--- config.mk ---
export PLATFORM = sky130hd
export DESIGN_NAME = mtsp_trds_scheduler
export DESIGN_NICKNAME = d
export VERILOG_FILES = /design/src/rtl/mtsp_trds_scheduler.sv
export SDC_FILE = /design/constraint.sdc
export NUM_CORES = 1
export LEC_CHECK = 0
export CORE_MARGIN = 4
export CORE_UTILIZATION = 28
export DETAILED_ROUTE_END_ITERATION = 12
export PLACE_DENSITY_LB_ADDON = 0.05
export REMOVE_ABC_BUFFERS = 1
export SLEW_MARGIN = 20
export SYNTH_ARGS = -nofsm -noshare
export SYNTH_HDL_FRONTEND = slang
export SYNTH_SLANG_ARGS = --single-unit
--- constraint.sdc ---
create_clock -name CLK -period 6.22 [get_ports CLK]
set_input_delay 1.555 -clock CLK [delete_from_list [all_inputs] [get_ports CLK]]
set_output_delay 1.555 -clock CLK [all_outputs]
set_load 0.03 [all_outputs]
--- src/rtl/mtsp_trds_scheduler.sv ---
// Multi-thread fetch scheduler: round-robin fetch offers, per-thread PC/state,
// branch/end/wait handling and a barrier that releases once only SYNC/IDLE threads remain.
//
// state     | meaning
// ----------+-------------------------------------------------------------
// ST_IDLE   | thread not running
// ST_READY  | eligible to be offered to fetch
// ST_ISSUED | granted to fetch, awaiting its PC operation
// ST_WAIT   | parked on a memory transaction until PC_nAWAKE
// ST_SYNC   | parked at the barrier
module mtsp_trds_scheduler #(
    parameter int TRD_COUNT = 12,
    parameter int PC_WIDTH  = 16
) (
    input  logic                             CLK,
    input  logic                             RST,
    input  logic                             IF_READY,
    output logic                             IF_VALID,
    output logic [TRD_COUNT-1:0]             IF_TRD,
    output logic [PC_WIDTH-1:0]              IF_PC,
    input  logic                             PC_nEN,
    input  logic [TRD_COUNT-1:0]             PC_nTRD,
    input  logic [2:0]                       PC_BOP,
    input  logic [PC_WIDTH-1:0]              PC_NEXT,
    input  logic                             PC_nWAIT,
    input  logic [TRD_COUNT-1:0]             PC_nAWAKE,
    output logic                             TRD_BUSY,
    output logic [$clog2(TRD_COUNT+1)-1:0]   TRD_BUSY_CNT,
    output logic                             TRD_SYNC,
    output logic                             TRD_ERR
);

    localparam int PTR_W = $clog2(TRD_COUNT);
    localparam int CNT_W = $clog2(TRD_COUNT + 1);

    typedef enum logic [2:0] {
        ST_IDLE   = 3'd0,
        ST_READY  = 3'd1,
        ST_ISSUED = 3'd2,
        ST_WAIT   = 3'd3,
        ST_SYNC   = 3'd4
    } trd_state_e;

    localparam logic [1:0] BOP_JMP = 2'b00;
    localparam logic [1:0] BOP_ALL = 2'b01;
    localparam logic [1:0] BOP_END = 2'b10;
    localparam logic [1:0] BOP_SEQ = 2'b11;

    trd_state_e          state_q [TRD_COUNT];
    trd_state_e          state_d [TRD_COUNT];
    logic [PC_WIDTH-1:0] pc_q    [TRD_COUNT];
    logic [PC_WIDTH-1:0] pc_d    [TRD_COUNT];
    logic [PTR_W-1:0]    ptr_q, ptr_d;
    logic                busy_q, busy_d;
    logic [CNT_W-1:0]    cnt_q, cnt_d;
    logic                sync_q, sync_d;
    logic                err_q, err_d;

    logic                offer_found;
    logic [PTR_W-1:0]    offer_idx;
    logic                grant;
    logic [TRD_COUNT-1:0] issued_vec, sync_vec, idle_vec, tgt;
    logic                op_all, op_single, tgt_ok, op_apply, release_bar;

    // Offer: first READY thread at or after the pointer, wrapping.
    always_comb begin
        int idx;
        offer_found = 1'b0;
        offer_idx   = '0;
        idx         = 0;
        for (int k = 0; k < TRD_COUNT; k++) begin
            idx = int'(ptr_q) + k;
            if (idx >= TRD_COUNT) idx = idx - TRD_COUNT;
            if (!offer_found && state_q[idx] == ST_READY) begin
                offer_found = 1'b1;
                offer_idx   = PTR_W'(idx);
            end
        end
    end

    assign grant    = offer_found & IF_READY;
    assign IF_VALID = offer_found;
    assign IF_TRD   = offer_found ? (TRD_COUNT'(1) << offer_idx) : '0;
    assign IF_PC    = offer_found ? pc_q[offer_idx] : '0;

    always_comb begin
        issued_vec = '0;
        sync_vec   = '0;
        idle_vec   = '0;
        for (int i = 0; i < TRD_COUNT; i++) begin
            issued_vec[i] = (state_q[i] == ST_ISSUED);
            sync_vec[i]   = (state_q[i] == ST_SYNC);
            idle_vec[i]   = (state_q[i] == ST_IDLE);
        end
    end

    assign tgt         = ~PC_nTRD;
    assign op_all      = !PC_nEN && (PC_BOP[1:0] == BOP_ALL);
    assign op_single   = !PC_nEN && (PC_BOP[1:0] != BOP_ALL);
    assign tgt_ok      = $onehot(tgt) && |(tgt & issued_vec);
    assign op_apply    = op_single && tgt_ok;
    // A broadcast load also resolves any pending barrier, so no pulse then.
    assign release_bar = |sync_vec && &(sync_vec | idle_vec) && !op_all;

    always_comb begin
        ptr_d  = ptr_q;
        err_d  = err_q | (op_single && !tgt_ok);
        sync_d = release_bar;
        busy_d = ~&idle_vec;
        cnt_d  = '0;
        for (int i = 0; i < TRD_COUNT; i++) begin
            state_d[i] = state_q[i];
            pc_d[i]    = pc_q[i];
            if (!idle_vec[i]) cnt_d = cnt_d + CNT_W'(1);
        end

        if (op_all) begin
            for (int i = 0; i < TRD_COUNT; i++) begin
                state_d[i] = ST_READY;
                pc_d[i]    = PC_NEXT;
            end
        end else begin
            if (grant) ptr_d = (int'(offer_idx) == TRD_COUNT - 1) ? '0 : offer_idx + PTR_W'(1);
            for (int i = 0; i < TRD_COUNT; i++) begin
                // Each source acts on a distinct current state, so at most one fires per thread.
                if (grant && offer_idx == PTR_W'(i)) state_d[i] = ST_ISSUED;
                if (op_apply && tgt[i]) begin
                    case (PC_BOP[1:0])
                        BOP_JMP, BOP_SEQ: begin
                            pc_d[i] = PC_NEXT;
                            if (PC_BOP[2])      state_d[i] = ST_SYNC;
                            else if (!PC_nWAIT) state_d[i] = ST_WAIT;
                            else                state_d[i] = ST_READY;
                        end
                        BOP_END: state_d[i] = ST_IDLE;
                        default: state_d[i] = state_q[i];
                    endcase
                end
                if (state_q[i] == ST_WAIT && !PC_nAWAKE[i]) state_d[i] = ST_READY;
                if (release_bar && sync_vec[i])             state_d[i] = ST_READY;
            end
        end
    end

    always_ff @(posedge CLK) begin
        if (RST) begin
            for (int i = 0; i < TRD_COUNT; i++) begin
                state_q[i] <= ST_IDLE;
                pc_q[i]    <= '0;
            end
            ptr_q  <= '0;
            busy_q <= 1'b0;
            cnt_q  <= '0;
            sync_q <= 1'b0;
            err_q  <= 1'b0;
        end else begin
            state_q <= state_d;
            pc_q    <= pc_d;
            ptr_q   <= ptr_d;
            busy_q  <= busy_d;
            cnt_q   <= cnt_d;
            sync_q  <= sync_d;
            err_q   <= err_d;
        end
    end

    assign TRD_BUSY     = busy_q;
    assign TRD_BUSY_CNT = cnt_q;
    assign TRD_SYNC     = sync_q;
    assign TRD_ERR      = err_q;

endmodule

==> flow_summary.json, run 1 <==
{
  "per_cell_routed_wire_length_um": 21.6,
  "layout_net_count": 2452,
  "setup-violations-final": 21,
  "seq_area_frac_synth": 0.328,
  "synth.yosys.warnings": 0,
  "setup_slack_ps": -444,
  "clkTransAtPathRegs_ps": 60,
  "final_layout_size_suffix_gt1_frac": 0.335,
  "grt_setup_unrepaired": "yes",
  "syn-cell-area_mm2": 0.0146,
  "pin_count_of_the_biggest_net_entering_global_routing": 80,
  "gpl_congestion": 0.914,
  "distinct_cell_type_count_after_synthesis": 80,
  "worstMarginPinSlew_ps": 1070,
  "grt_pass1_vias": 15600,
  "crit_path_end_kind": "output port",
  "wire_length_of_the_first_global_routing_pass_um": 97300,
  "worst_path_class_setup": "flop to output port",
  "worst-endpoint-arrival_ps": 5110,
  "drcViolationCount": 0,
  "cts_max_path_buffers": 3,
  "cts_root_buffer": "clkbuf_16",
  "via_total_after_detailed_routing": 15900,
  "synthesized_area_divided_by_synthesized_cell_count_um2": 7.40,
  "violations": "setup timing",
  "max_cap_viol_count": 0,
  "filler_cell_count": 5162,
  "finalCoreUtilization": 0.442,
  "die-area_mm2": 0.0559,
  "clock-skew-final_ps": 15.7,
  "period_minus_slack_ps": 6660,
  "synth-edff-count": 0,
  "antenna_found_initial": 0,
  "final_common_cell": "nand2_1",
  "drt_iter0_drc": 1192,
  "critical_path_required_time_ps": 4660,
  "crit_fanout": 7,
  "die_y_um": 236,
  "synthCells": 1974,
  "io_buffers": 83,
  "dominantRegCellSynth": "dfxtp_1",
  "proportion_of_synthesized_flip_flops_having_asynchronous_set_or_reset": 0,
  "most-common-layout-cells": "nand2_1, buf_4, a21oi_1",
  "tritoncts": "yes",
  "antenna_left": 0,
  "multi_input_comb_area_mm2": 0.0108,
  "yosys_register_bits": 239,
  "finalWirelength_um": 65900,
  "tritoncts_num_sinks": 239,
  "num_io_pins": 84,
  "post_drt_via_cell_ratio": 5.21,
  "startpoint_type": "flop",
  "floorplan.initialDensity": 0.283,
  "row_count": 83,
  "finalMaxSlewViolations": 0,
  "post-dp-hpwl_um": 43500,
  "area_growth_synth_to_finish_pct": 55.9,
  "hold_path.class": "flop to flop",
  "chipWidth_um": 236,
  "slew_headroom": 0.285,
  "grt.overflow.total": 0,
  "global_route.usage.total": 0.223,
  "drt_pre_antenna_iters": 5,
  "run_status": "complete, but fails checks",
  "ctsHtreeMaxLevel": 1,
  "antenna-diode-count": 0,
  "final_hold_viol_count": 0,
  "cts-buffers-inserted": 31,
  "seqCellArea_mm2": 0.00480,
  "core-area_mm2": 0.0515,
  "max_freq_mhz": 150,
  "worst_skew_pair.late_latency_ps": 580,
  "layout_worst_path_cycle_share": 1.07
}
[metal layers]
metal	global-route usage	routed length [um]	share of wire	vias to the layer above
met5	0	0	0	-
met4	0.0573	1720	0.026	0
met3	0.0229	2980	0.045	85
met2	0.387	32200	0.49	441
met1	0.296	29000	0.44	7663
li1	-	-	-	7703
[final cells by class]
cell class	instances	area share
inverters	61	0.0112
flip-flops and latches	239	0.211
clock buffers	43	0.0391
multi-input cells	1544	0.476
clock inverters	13	0.00973
well taps	680	0.0374
repair buffers	473	0.216
[path summary, 6_finish.rpt]
check	cells after the start	endpoint	slack (ps)	startpoint
worst min-delay path	2	pc_q[40]$_SDFFE_PP0P_	450	pc_q[40]$_SDFFE_PP0P_
worst max register to register	31	TRD_BUSY_CNT[3]$_SDFF_PP0_	330	state_q[30]$_SDFFE_PP0P_
worst min register to register	2	pc_q[40]$_SDFFE_PP0P_	450	pc_q[40]$_SDFFE_PP0P_
worst max-delay path	22	IF_PC[8]	-440	ptr_q[1]$_SDFFE_PP0P_
[registers in the layout, summed over array words and instances, names as in the netlist]
name / cells
TRD_BUSY: 1
TRD_BUSY_CNT: 4
TRD_ERR: 1
TRD_SYNC: 1
pc_q: 192
ptr_q: 4
state_q: 36
[critical path, stage by stage (launching register included)]
cell and delay (ps):
dfxtp_4 390, inv_8 50, ha_2 190, a21boi_4 140
xnor2_2 110, ha_2 200, or2_4 240, a21oi_4 140
mux2i_4 270, mux2_4 370, a21o_1 220, buf_6 160
nor3_4 170, nor4_4 80, o32ai_2 280, a22o_1 270
buf_6 140, buf_12 110, buf_12 130, nand3_4 90
buf_6 150, o211ai_1 390, buf_4 250
[metrics by stage]
| stage | TNS (ps) | worst slack, ps | hold WS, ps | instance area (um^2) | cells |
|---|---|---|---|---|---|
| global route | -10640 | -590 | 463 | 22800 | 3053 |
| floorplan | -275600 | -4920 | 421 | 14100 | 1844 |
| global placement | -161220 | -757 | 434 | 18300 | 2879 |
| CTS | -6690 | -413 | 448 | 21900 | 3025 |
| detailed placement | -189500 | -915 | 440 | 18300 | 2879 |
| finish | -5990 | -444 | 449 | 22800 | 3053 |
[logic make-up after synthesis]
| logic type | count (synthesis) | share of synthesized area |
|---|---|---|
| AOI/OAI and AO/OA | 496 | 0.207 |
| DFF | 239 | 0.328 |
| xor gates and xnor gates | 47 | 0.0306 |
| muxes | 58 | 0.0578 |
| and+or+nand+nor | 889 | 0.273 |
| buffers and inverters | 191 | 0.0536 |
| adders and majority gates | 54 | 0.0499 |
[cells in the mapped netlist (7+ instances only)]
| cell type | number | share of area |
|---|---|---|
| nand2_1 | 570 | 0.15 |
| a21oi_1 | 293 | 0.10 |
| dfxtp_1 | 239 | 0.33 |
| clkbuf_1 | 93 | 0.024 |
| nor2_1 | 91 | 0.023 |
| inv_1 | 56 | 0.014 |
| ha_1 | 47 | 0.040 |
| nor3_1 | 43 | 0.015 |
| xnor2_1 | 37 | 0.022 |
| o21ai_0 | 31 | 0.011 |
| mux2_2 | 30 | 0.023 |
| buf_2 | 29 | 0.0099 |
| a221oi_1 | 27 | 0.016 |
| nor4_1 | 27 | 0.012 |
| nand3_1 | 25 | 0.0086 |
| a31oi_1 | 23 | 0.0099 |
| nor3b_1 | 20 | 0.010 |
| mux4_2 | 18 | 0.028 |
| nand4_1 | 15 | 0.0064 |
| or3_1 | 13 | 0.0056 |
| a311oi_1 | 12 | 0.0072 |
| nor4b_1 | 12 | 0.0072 |
| and3_1 | 11 | 0.0047 |
| nand2b_1 | 11 | 0.0047 |
| o211ai_1 | 11 | 0.0057 |
| o311ai_0 | 11 | 0.0066 |
| a31o_2 | 10 | 0.0060 |
| mux2i_1 | 10 | 0.0069 |
| nor4bb_1 | 9 | 0.0062 |
| or3b_1 | 9 | 0.0054 |
| o21a_1 | 8 | 0.0041 |
| o31ai_1 | 8 | 0.0041 |
| a22oi_1 | 7 | 0.0036 |
| fa_1 | 7 | 0.0096 |
| xor2_1 | 7 | 0.0042 |
[what timing repair did]
| item | in CTS | in global routing |
|---|---|---|
| hold buffers | 0 | 0 |
| cloned | 7 | 1 |
| buffers inserted | 88 | 32 |
| resized for setup | 371 | 120 |
| pin swaps | 88 | 69 |
| setup endpoints to repair | 259 | 253 |
Power of run 1 is left out: the tool's default activity adds up to more than one toggle a clock period on the data nets, which glitch-free logic cannot reach.
==> run 2, diff against run 1 <==
--- a/config.mk
+++ b/config.mk
@@ -8,6 +8,7 @@
 export CORE_MARGIN = 4
 export CORE_UTILIZATION = 28
 export DETAILED_ROUTE_END_ITERATION = 12
+export GPL_ROUTABILITY_DRIVEN = 0
 export PLACE_DENSITY_LB_ADDON = 0.05
 export REMOVE_ABC_BUFFERS = 1
 export SLEW_MARGIN = 20
==> results of run 2 <==
No change in the layout: final DEF, timing and power equal those of run 1.
Power of run 2 is left out for the same reason.
==> run 3, diff against run 2 <==
--- a/config.mk
+++ b/config.mk
@@ -9,6 +9,7 @@
 export CORE_UTILIZATION = 28
 export DETAILED_ROUTE_END_ITERATION = 12
 export GPL_ROUTABILITY_DRIVEN = 0
+export MAX_ROUTING_LAYER = met4
 export PLACE_DENSITY_LB_ADDON = 0.05
 export REMOVE_ABC_BUFFERS = 1
 export SLEW_MARGIN = 20
==> flow_summary.json, run 3 (synthesis results as in run 1) <==
{
  "run_status": "complete, but fails checks",
  "violations": "setup timing",
  "drt_pre_antenna_iters": 5,
  "post_drt_via_cell_ratio": 5.23,
  "cpMaxStageDelayCell": "dfxtp_4",
  "startpoint_type": "flop",
  "cts-buffers-inserted": 31,
  "setup-violations-final": 21,
  "critical_path.top_delay_family": "compound AO/OA/AOI/OAI gates",
  "seqCellArea_mm2": 0.00480,
  "layout_worst_path_cycle_share": 1.07,
  "finalWirelength_um": 65700,
  "max_stage_delay_ps": 390,
  "pin_count_of_the_biggest_net_entering_global_routing": 80,
  "max_flop_register": "pc_q",
  "post-route-cell-area_mm2": 0.0226,
  "clkTransAtPathRegs_ps": 60,
  "row_count": 83,
  "worst-endpoint-arrival_ps": 5110,
  "finalMaxSlewViolations": 0,
  "placedCellCount": 2879,
  "multi_input_comb_area_mm2": 0.0107,
  "via_total_after_detailed_routing": 15900,
  "grt.overflow.total": 0,
  "cts_max_path_buffers": 3,
  "worst_path_class_setup": "flop to output port",
  "antenna_left": 0,
  "final_common_cell": "nand2_1",
  "hold_path.class": "flop to flop",
  "ctsHtreeMaxLevel": 1,
  "pre_cts_ws_ps": -915,
  "io_buffers": 83,
  "worst_skew_pair.late_latency_ps": 580,
  "cpMostUsedCell": "buf_6",
  "die_y_um": 236,
  "critical_path_required_time_ps": 4660,
  "postPlaceCellArea_mm2": 0.0183,
  "antenna_found_initial": 0,
  "area_growth_synth_to_finish_pct": 54.8,
  "setup_slack_ps": -443,
  "slew_headroom": 0.280,
  "crit_fanout": 7,
  "tritoncts_num_sinks": 239,
  "drt_iter0_drc": 1072,
  "per_cell_routed_wire_length_um": 21.6,
  "timing.critical_path.cells": "inv_8 > ha_2 > a21boi_4 > xnor2_2 > ha_2 > or2_4 > a21oi_4 > mux2i_4 > mux2_4 > a21o_1 > buf_6 > nor3_4 > nor4_4 > o32ai_2 > a22o_1 > buf_6 > buf_12 > buf_12 > nand3_4 > buf_6 > o211ai_1 > buf_4",
  "floorplan.initialDensity": 0.283,
  "tritoncts": "yes",
  "period_minus_slack_ps": 6660,
  "chipWidth_um": 236,
  "clock-skew-final_ps": 15.6,
  "cts_hold_buf": 0,
  "cts_root_buffer": "clkbuf_16",
  "post-dp-hpwl_um": 43500,
  "finalCoreUtilization": 0.439,
  "core-area_mm2": 0.0515,
  "antenna-diode-count": 0,
  "num_io_pins": 84,
  "crit_path_end_kind": "output port",
  "max_freq_mhz": 150,
  "grt_setup_unrepaired": "yes",
  "layout_net_count": 2446,
  "most-common-layout-cells": "nand2_1, buf_4, a21oi_1",
  "worstMarginPinSlew_ps": 1080,
  "max_cap_viol_count": 0,
  "filler_cell_count": 5165,
  "drcViolationCount": 0,
  "final_hold_viol_count": 0,
  "grt_pass1_vias": 15600,
  "final_layout_size_suffix_gt1_frac": 0.330,
  "finalNonFillerCells": 3047,
  "largest_reg_flops": 192,
  "wire_length_of_the_first_global_routing_pass_um": 97200,
  "die-area_mm2": 0.0559,
  "global_route.usage.total": 0.229,
  "critical_path.n_buffers_inverters": 7,
  "largest_registers": "pc_q (192), state_q (36)"
}
run 3: changes by cell type in the layout (fill, tap and decap cells not counted), moves of 3 or more:
cell | previous run | this run
a21oi_1 | 264 | 261
buf_4 | 297 | 293
a221oi_1 | 1 | 4
a21oi_2 | 23 | 26
run 3: what timing repair did:
action / CTS / global route
buffers inserted: 88 / 25
resized for setup: 371 / 102
pin swaps: 88 / 59
setup endpoints to repair: 259 / 253
cloned: 7 / 1
hold endpoints to repair: 0 / 0
run 3: routing by layer:
layer,track usage,part of all wire,vias to the layer above
met4,0.0573,0.028,0
met2,0.387,0.49,439
li1,-,-,7690
met5,-,0,-
met1,0.297,0.44,7693
met3,0.0222,0.046,105
run 3: path summary, 6_finish.rpt:
kind,endpoint,depth (start not counted),startpoint,slack [ps]
setup reg to reg,TRD_BUSY_CNT[3]$_SDFF_PP0_,31,state_q[32]$_SDFFE_PP0P_,330
hold / removal,pc_q[62]$_SDFFE_PP0P_,2,pc_q[62]$_SDFFE_PP0P_,450
setup / recovery,IF_PC[8],22,ptr_q[1]$_SDFFE_PP0P_,-440
hold reg to reg,pc_q[62]$_SDFFE_PP0P_,2,pc_q[62]$_SDFFE_PP0P_,450
run 3: area by class of cell:
type | count | area share
Tap cell | 680 | 0.0376
Sequential cell | 239 | 0.212
Clock buffer | 43 | 0.0394
Inverter | 61 | 0.0113
Multi-Input combinational cell | 1544 | 0.475
Clock inverter | 13 | 0.00980
Timing Repair Buffer | 467 | 0.214
run 3: metrics by stage:
stage	hold WS (ps)	TNS [ps]
after CTS	448	-6690
after floorplan	421	-275600
final	447	-6060
after global placement	434	-161220
after detailed placement	440	-189500
after global routing	463	-11100
run 3: tightest hold or removal path: stages (launching register included):
cell and delay, ps:
dfxtp_1 300, nand2_1 50, a21oi_1 50
Power of run 3 is left out for the same reason.
